==> src/rtl/uart_tx_serializer.sv <==
`default_nettype none
// ============================================================================
// Module      : uart_tx_serializer
// Description : UART transmit serializer. Pops bytes from a first-word-fall-
//               through TX FIFO, frames them (start, 5..8 data bits LSB-first,
//               optional parity, 1/1.5/2 stop bits) and shifts them out on
//               tx_o paced by an OVERSAMPLE x baud strobe. Supports line break
//               and reports busy / transmitter-empty status.
// Revision    : 1.0 - initial release
// ============================================================================
module uart_tx_serializer #(
    parameter int OVERSAMPLE = 16
) (
    input  logic       clk,
    input  logic       rst,
    input  logic       baud_pulse_i,
    input  logic       tx_fifo_empty_i,
    input  logic [7:0] tx_fifo_dout_i,
    output logic       tx_pop_o,
    input  logic [1:0] wls_i,
    input  logic       stb_i,
    input  logic       pen_i,
    input  logic       eps_i,
    input  logic       stick_i,
    input  logic       set_break_i,
    output logic       tx_o,
    output logic       tx_busy_o,
    output logic       temt_o
);

    // Tick counter must reach 2*OVERSAMPLE-1 for the longest stop period.
    localparam int TICK_W = $clog2(2 * OVERSAMPLE);

    localparam logic [TICK_W-1:0] c_tick_one   = TICK_W'(1);
    localparam logic [TICK_W-1:0] c_bit_last   = TICK_W'(OVERSAMPLE - 1);
    localparam logic [TICK_W-1:0] c_stop2_last = TICK_W'(2 * OVERSAMPLE - 1);
    localparam logic [TICK_W-1:0] c_stop15_last = TICK_W'((3 * OVERSAMPLE) / 2 - 1);

    typedef enum logic [2:0] {
        S_IDLE   = 3'd0,
        S_START  = 3'd1,
        S_DATA   = 3'd2,
        S_PARITY = 3'd3,
        S_STOP   = 3'd4
    } state_t;

    // Registered frame state; configuration is captured per frame so that
    // LCR writes mid-frame only affect the next frame.
    state_t            r_state;
    logic [TICK_W-1:0] r_tick;
    logic [2:0]        r_bit_cnt;
    logic [7:0]        r_shift;
    logic              r_parity;
    logic [1:0]        r_wls;
    logic              r_stb;
    logic              r_pen;
    logic              r_tx;
    logic              r_temt;

    // Next-state values
    state_t            w_state_nxt;
    logic [TICK_W-1:0] w_tick_nxt;
    logic [2:0]        w_bit_cnt_nxt;
    logic [7:0]        w_shift_nxt;
    logic              w_parity_nxt;
    logic [1:0]        w_wls_nxt;
    logic              w_stb_nxt;
    logic              w_pen_nxt;
    logic              w_tx_nxt;
    logic              w_pop;

    logic [7:0]        w_mask;
    logic              w_xor;
    logic              w_par_in;
    logic [TICK_W-1:0] w_stop_last;
    logic [2:0]        w_word_last;
    logic              w_bit_end;

    // Parity of the incoming FIFO head, restricted to the selected word length;
    // computed at pop time so eps/stick need not be stored.
    always_comb begin
        case (wls_i)
            2'b00:   w_mask = 8'h1F;
            2'b01:   w_mask = 8'h3F;
            2'b10:   w_mask = 8'h7F;
            default: w_mask = 8'hFF;
        endcase
        w_xor    = ^(tx_fifo_dout_i & w_mask);
        w_par_in = stick_i ? ~eps_i : (eps_i ? w_xor : ~w_xor);
    end

    // Frame-length decode from the latched configuration.
    always_comb begin
        if (!r_stb)
            w_stop_last = c_bit_last;
        else if (r_wls == 2'b00)
            w_stop_last = c_stop15_last;
        else
            w_stop_last = c_stop2_last;
        w_word_last = 3'd4 + {1'b0, r_wls};
        w_bit_end   = (r_tick == c_bit_last);
    end

    // Next-state logic; nothing advances on cycles without a baud pulse.
    always_comb begin
        w_state_nxt   = r_state;
        w_tick_nxt    = r_tick;
        w_bit_cnt_nxt = r_bit_cnt;
        w_shift_nxt   = r_shift;
        w_parity_nxt  = r_parity;
        w_wls_nxt     = r_wls;
        w_stb_nxt     = r_stb;
        w_pen_nxt     = r_pen;
        w_pop         = 1'b0;

        if (baud_pulse_i) begin
            case (r_state)
                S_IDLE: begin
                    w_pop = ~tx_fifo_empty_i;
                end
                S_START: begin
                    if (w_bit_end) begin
                        w_state_nxt   = S_DATA;
                        w_tick_nxt    = '0;
                        w_bit_cnt_nxt = 3'd0;
                    end else begin
                        w_tick_nxt = r_tick + c_tick_one;
                    end
                end
                S_DATA: begin
                    if (w_bit_end) begin
                        w_tick_nxt  = '0;
                        w_shift_nxt = {1'b0, r_shift[7:1]};
                        if (r_bit_cnt == w_word_last)
                            w_state_nxt = r_pen ? S_PARITY : S_STOP;
                        else
                            w_bit_cnt_nxt = r_bit_cnt + 3'd1;
                    end else begin
                        w_tick_nxt = r_tick + c_tick_one;
                    end
                end
                S_PARITY: begin
                    if (w_bit_end) begin
                        w_state_nxt = S_STOP;
                        w_tick_nxt  = '0;
                    end else begin
                        w_tick_nxt = r_tick + c_tick_one;
                    end
                end
                S_STOP: begin
                    if (r_tick == w_stop_last) begin
                        // Back-to-back frames: pop on the last stop tick so
                        // the next start bit follows with no idle gap.
                        w_pop       = ~tx_fifo_empty_i;
                        w_state_nxt = S_IDLE;
                        w_tick_nxt  = '0;
                    end else begin
                        w_tick_nxt = r_tick + c_tick_one;
                    end
                end
                default: begin
                    w_state_nxt = S_IDLE;
                    w_tick_nxt  = '0;
                end
            endcase

            if (w_pop) begin
                w_state_nxt   = S_START;
                w_tick_nxt    = '0;
                w_bit_cnt_nxt = 3'd0;
                w_shift_nxt   = tx_fifo_dout_i;
                w_parity_nxt  = w_par_in;
                w_wls_nxt     = wls_i;
                w_stb_nxt     = stb_i;
                w_pen_nxt     = pen_i;
            end
        end

        // Line level for the state being entered, so tx_o changes on the
        // same edge as the state.
        case (w_state_nxt)
            S_START:  w_tx_nxt = 1'b0;
            S_DATA:   w_tx_nxt = w_shift_nxt[0];
            S_PARITY: w_tx_nxt = w_parity_nxt;
            default:  w_tx_nxt = 1'b1;
        endcase
        if (set_break_i)
            w_tx_nxt = 1'b0;
    end

    // State and output registers with synchronous reset.
    always_ff @(posedge clk) begin
        if (rst) begin
            r_state   <= S_IDLE;
            r_tick    <= '0;
            r_bit_cnt <= 3'd0;
            r_shift   <= 8'h00;
            r_parity  <= 1'b0;
            r_wls     <= 2'b00;
            r_stb     <= 1'b0;
            r_pen     <= 1'b0;
            r_tx      <= 1'b1;
            r_temt    <= 1'b1;
        end else begin
            r_state   <= w_state_nxt;
            r_tick    <= w_tick_nxt;
            r_bit_cnt <= w_bit_cnt_nxt;
            r_shift   <= w_shift_nxt;
            r_parity  <= w_parity_nxt;
            r_wls     <= w_wls_nxt;
            r_stb     <= w_stb_nxt;
            r_pen     <= w_pen_nxt;
            r_tx      <= w_tx_nxt;
            r_temt    <= tx_fifo_empty_i & (r_state == S_IDLE);
        end
    end

    // The pop strobe must be combinational so the FWFT head is captured in
    // the same cycle it is acknowledged.
    assign tx_pop_o  = w_pop & ~rst;
    assign tx_o      = r_tx;
    assign tx_busy_o = (r_state != S_IDLE);
    assign temt_o    = r_temt;

endmodule
`default_nettype wire

==> config.mk <==
export PLATFORM = sky130hd
export DESIGN_NAME = uart_tx_serializer
export DESIGN_NICKNAME = d
export VERILOG_FILES = /design/src/rtl/uart_tx_serializer.sv
export SDC_FILE = /design/constraint.sdc
export NUM_CORES = 1
export LEC_CHECK = 0
export CAP_MARGIN = 20
export CORE_ASPECT_RATIO = 0.7
export CORE_MARGIN = 2
export CORE_UTILIZATION = 48
export DETAILED_ROUTE_END_ITERATION = 7
export GPL_ROUTABILITY_DRIVEN = 0
export GPL_TIMING_DRIVEN = 0
export HOLD_SLACK_MARGIN = 0.08
export PLACE_DENSITY = 0.75
export SLEW_MARGIN = 0
export SYNTH_ARGS = -nofsm -noshare
export SYNTH_HDL_FRONTEND = slang
export SYNTH_SLANG_ARGS = --single-unit
export TNS_END_PERCENT = 100
==> constraint.sdc <==
create_clock -name clk -period 2.33 [get_ports clk]
set_clock_uncertainty 0.2 [all_clocks]
set_input_delay 0.466 -clock clk [delete_from_list [all_inputs] [get_ports clk]]
set_output_delay 0.466 -clock clk [all_outputs]
set_load 0.01 [all_outputs]
After elaboration in Yosys (flattened, before gate mapping):

Cells that the tools add are included.

* register bits after elaboration: 26
* bits in latches: 0
* memory bits (writable): 0
* memory bits (read-only): 0
* memories kept: 0

* add/subtract/negate cells: 3
* multipliers: 0
* div/mod/pow operators: 0
* magnitude comparators: 0
* eq/ne operators: 16
* shifts and indexed selects: 0
* multiplexer cells: 35
* bitwise gates (word level): 7
* reduce and logical (&&, ||, !) cells: 13

Operators with widths (count)
* 3-bit two-way mux: 12
* 8-bit two-way mux: 3
* 8-bit one-hot mux with 3 select lines: 1
* 5-bit two-way mux: 4
* 3-bit one-hot mux with 5 select lines: 1
* 5-bit one-hot mux with 3 select lines: 1
* 3-bit by 2-bit == test with 1-bit output (second input constant): 4
* 1-bit two-way mux: 9
* 3-bit inequality test (second input constant): 3
* 8-bit AND: 1
* 8-bit parity: 1
* 3-bit by 1-bit == test with 1-bit output (second input constant): 2
* 3-bit one-hot mux with 2 select lines: 1
* 3-bit nonzero test: 2
* 5-bit by 1-bit adder with 5-bit output (second input constant): 1
* 5-bit by 4-bit == test with 1-bit output (second input constant): 1
* 5-bit == test: 1
* 5-bit AND reduction: 1
* 2-bit logical NOT: 2
* 4-bit two-way mux: 1
* 1-bit inverter: 4
* 2-bit AND reduction: 2
* 2-bit nonzero test: 2
* 3-bit by 1-bit adder with 3-bit output (second input constant): 1
* other kinds (12): 13

Logic depth before layout (Yosys ltp):

* depth in word-level cells: 12
* gate-level depth with buffers: 10
* gate-level depth less buffers: 9

Least setup slack after synthesis:

No wires, ideal clock.

* path kind: register -> register
* from: reg r_tick[0]
* to: reg r_tx, in the netlist tx_o
* library setup time: 0.123 ns
* arrival time: 2.047 ns
* setup slack: -0.040 ns
* stages on the path, launching flop included: 11
* path buffers: 1
* clock period less this slack: 2.370 ns
* cell sequence: dfxtp_1 -> ha_1 -> and3_1 -> ha_1 -> nor4bb_1 -> clkbuf_1 -> nand2_1 -> o31a_1 -> o21ai_0 -> a311o_1 -> nand3_1

* longest elaborated chain between the ends: 9

Ends and longest elaborated chain
* start, declared: line 50 `logic [TICK_W-1:0] r_tick;`
* start signal, assigned: line 206 `r_tick <= w_tick_nxt;`
* 5-bit == test: line 151 `if (r_tick == w_stop_last) begin`
* 1-bit two-way mux: line 151
* 1-bit one-hot mux with 2 select lines: line 117 `case (r_state)`
* 1-bit two-way mux: line 116 `if (baud_pulse_i) begin`
* 3-bit two-way mux: line 167 `if (w_pop) begin`
* 3-bit two-way mux: line 116
* 3-bit by 2-bit == test with 1-bit output or 3-bit by 1-bit == test with 1-bit output (tied branches): line 181 `case (w_state_nxt)`
* 1-bit one-hot mux with 3 select lines (*): line 181
* 1-bit two-way mux (*): line 187 `if (set_break_i)`
* end signal, assigned: line 213 `r_tx <= w_tx_nxt;`
* end, declared: line 57 `logic r_tx;`

Every way passes the cells marked *; elsewhere a longest branch is shown, timed or not. The select of a mux whose other input is x is not followed.
A chain may end at the register's enable or synchronous reset.

Worst setup path in the final report:

* from: reg r_tick[1]
* to: reg r_tx, in the netlist tx_o

The elaborated chain is that of the path after synthesis.

==> impl_results.md <==
* Setup ws final at 0.0462 ns
* Wirelength, routed at 4080 um
* Antenna violations before repair at 0
* Largest net degree at the start of global routing at 15
* Synth Flop Type: dfxtp_1
* Worst Max-Slew Pin Slew at 0.534 ns
* Post-synthesis instance area at 1550 um2
* Syn_area_per_cell at 8.01 um2
* Layout cells sized above 1 at 0.179
* Ant diodes at 0
* Post-Place Worst Slack at -0.716 ns
* Ports at 23
* Count leader, synth: dfxtp_1
* Achievable frequency at 438 MHz
* Max-cap violations at 0
* Worst-path cell chain: ha_4 > and3_4 > ha_4 > nor4bb_4 > buf_4 > nand2_2 > o31a_1 > o21ai_2 > a311o_1 > nand3_1
* Met3 wire len at 284 um
* Slowest cell on crit path: dfxtp_4
* Commonest cells in the netlist: 26 x dfxtp_1, 24 x nand2_1, 18 x nor2_1
* Die Wd at 71.8 um
* RSZ-0062 raised after global routing: true
* Hold Violations, Final at 0
* Chip height at 51.5 um
* Synthesized net count at 216
* CTS buffer count at 3
* Initial DRT Pass Iterations at 4
* Power per cell area at 487 nW/um2
* GRT Residual Overflow at 0
* Via count at 1,607
* WL per Instance at 15.6 um
* Post-synth EDFFs at 0
* Status: complete, no violations
* FILL cells at 232
* Fin crit period at 2.28 ns
* Share of the yosys chip area belonging to registers at 0.337
* Max incr delay on CP at 0.38 ns
* Crit Path Category: reg2reg
* Routed vias/inst at 6.16
* Gr usage total at 0.236
* FFs w/ async S/R, synth at 0
* Cells taking the most area after synthesis: dfxtp_1 34%, nand2_1 5.8%, xnor2_1 5.1%, o21ai_0 4.9%, a221oi_1 4.5%
* Min-delay worst type: reg2reg
* Slew Limit Headroom at 0.642
* H-tree Lvls at 1
* Starting Density at 0.498
* VDD IR max at 321 uV
* Mapped Cells at 193
* Worst setup SP type: flop
* Routed wl met2 at 1820 um
* Worst Setup End Kind: flop
* Number of global-route vias before repair at 1,476
* Count of pins over their slew limit at 0
* Most numerous cell on the critical path: ha_4
* Clk Latency, worst-skew pair at 0.28 ns
* Leakage power at 0.765 nW
* Area leader, netlist: dfxtp_1
* M1 wire length at 1890 um
* Hpwl dp at 2810 um
* Core Region at 3110 um2
* Critical path required time at 2.29 ns
* Die area at 3700 um2
* Setup Viol. Count Final at 0
* First-pass GRT wire length at 6600 um
* CTS tree: built
* Area Growth Syn to Fin at 29.7%
* FF+latch count, synth at 26
* Initial DRC Count at 140
* Hold slack at 0.261 ns
* Number of port buffers at 22
* Uppermost routed layer: met4
* Final nets at 247
* Clk sinks at 26
* Worst-path fanout max at 6
* CTS clk-pin slew, worst paths at 0.09 ns
* Yosys warnings at 0
* Clock Tree Buf Depth at 2
* Netlist cell types at 46
* Clock Tree Root: clkbuf_8
* Final ANT Viol Nets at 0
* Rows at 17
* DRC violations left at 0
* Top cell type's share of synthesized area at 0.337
* Critical path data arrival time at 2.24 ns
* Crit share post-route at 0.980
what timing repair did:
| action | in CTS | in global routing |
|---|---|---|
| hold buffers | 0 | 0 |
| buffers inserted | 3 | 2 |
| endpoints found under the setup margin | 13 | 14 |
| gates resized for setup | 28 | 14 |
| pin swaps | 4 | 1 |
| gates cloned | 0 | 0 |
critical path: cells and delay by family, from the launching register on:
| family | cells | cell delay (ns) |
|---|---|---|
| AO/OA/AOI/OAI | 3 | 0.55 |
| adder cells (fa/ha/maj) | 2 | 0.29 |
| buffers and inverters | 1 | 0.16 |
| flip-flops | 1 | 0.38 |
| AND/OR/NAND/NOR | 4 | 0.58 |
placed cells by master, fill, tap and decap left out, types with 2 or more instances in the layout:
master and instances:
nand2_1 23, dfxtp_1 23, nor2_1 15, clkdlybuf4s50_1 15, o21ai_0 14, a21oi_1 11, buf_4 9, xnor2_1 9
nand3_1 8, a221oi_1 8, inv_1 7, clkbuf_8 5, and3_1 4, dlygate4sd2_1 4, nand3b_1 3, nor3_1 3
a311oi_1 3, nor4bb_1 3, clkbuf_4 2, buf_2 2, nor2_2 2, nand4_1 2, or3_1 2, and2_1 2
ha_4 2, ha_1 2, dlymetal6s2s_1 2, dfxtp_2 2
logic make-up (layout without fill, tap and decap cells):
kind of cell | Yosys count | count (layout) | share of synthesized area
flip-flops | 26 | 26 | 0.337
XOR/XNOR | 9 | 9 | 0.0510
AO/OA/AOI/OAI | 53 | 53 | 0.238
adder cells (fa/ha/maj) | 4 | 4 | 0.0324
buffers and inverters | 18 | 48 | 0.0477
AND/OR/NAND/NOR | 81 | 81 | 0.281
multiplexers | 2 | 2 | 0.0138
power by group:
group / internal (mW) / switching (mW) / leakage (nW)
logic: 0.0965 / 0.104 / 0.523
registers: 0.465 / 0.0148 / 0.214
clock network: 0.151 / 0.147 / 0.0288
total: 0.713 / 0.265 / 0.765
per-layer routing:
layer / vias up / GRT usage
met5: - / 0
met4: 0 / 0.119
met3: 10 / 0.0620
met2: 70 / 0.384
met1: 756 / 0.291
li1: 771 / -
final timing paths:
| path | from | endpoint | cells past startpoint | slack, ns |
|---|---|---|---|---|
| worst max-delay path | r_tick[1]$_SDFFE_PP0P_ | tx_o$_SDFF_PP1_ | 10 | 0.05 |
| worst min-delay path | r_pen$_SDFFE_PP0P_ | r_pen$_SDFFE_PP0P_ | 2 | 0.26 |
| worst max register to register | r_tick[1]$_SDFFE_PP0P_ | tx_o$_SDFF_PP1_ | 10 | 0.05 |
| worst min register to register | r_pen$_SDFFE_PP0P_ | r_pen$_SDFFE_PP0P_ | 2 | 0.26 |
per-stage QoR:
step	instance area (um2)	utilization	total power, mW	setup TNS (ns)	cells
floorplan	1550	-	0.596	0	193
global placement	1820	0.585	0.667	-2.61	253
detailed placement	1820	0.585	0.672	-2.78	253
CTS	1950	0.629	0.976	0	260
global route	2010	0.646	1.03	-0.0477	261
finish	2010	0.646	0.977	0	261
state kept, by name, indices dropped and copies added (netlist names):
signal and cells:
tx_o 1, r_pen 1, r_wls 2, r_state 3, r_stb 1, r_shift 8, r_parity 1, r_tick 5
r_bit_cnt 3, temt_o 1
area by class of cell:
| class | instances | area [um2] | share of cell area |
|---|---|---|---|
| Timing Repair Buffer | 27 | 253 | 0.126 |
| Sequential cell | 26 | 527 | 0.263 |
| Tap cell | 38 | 47.5 | 0.0237 |
| Multi-Input combinational cell | 149 | 1030 | 0.512 |
| Inverter | 8 | 30.0 | 0.0150 |
| Buffer | 9 | 67.6 | 0.0337 |
| Clock buffer | 4 | 55.1 | 0.0274 |
Power figures use the tool's default switching activity.
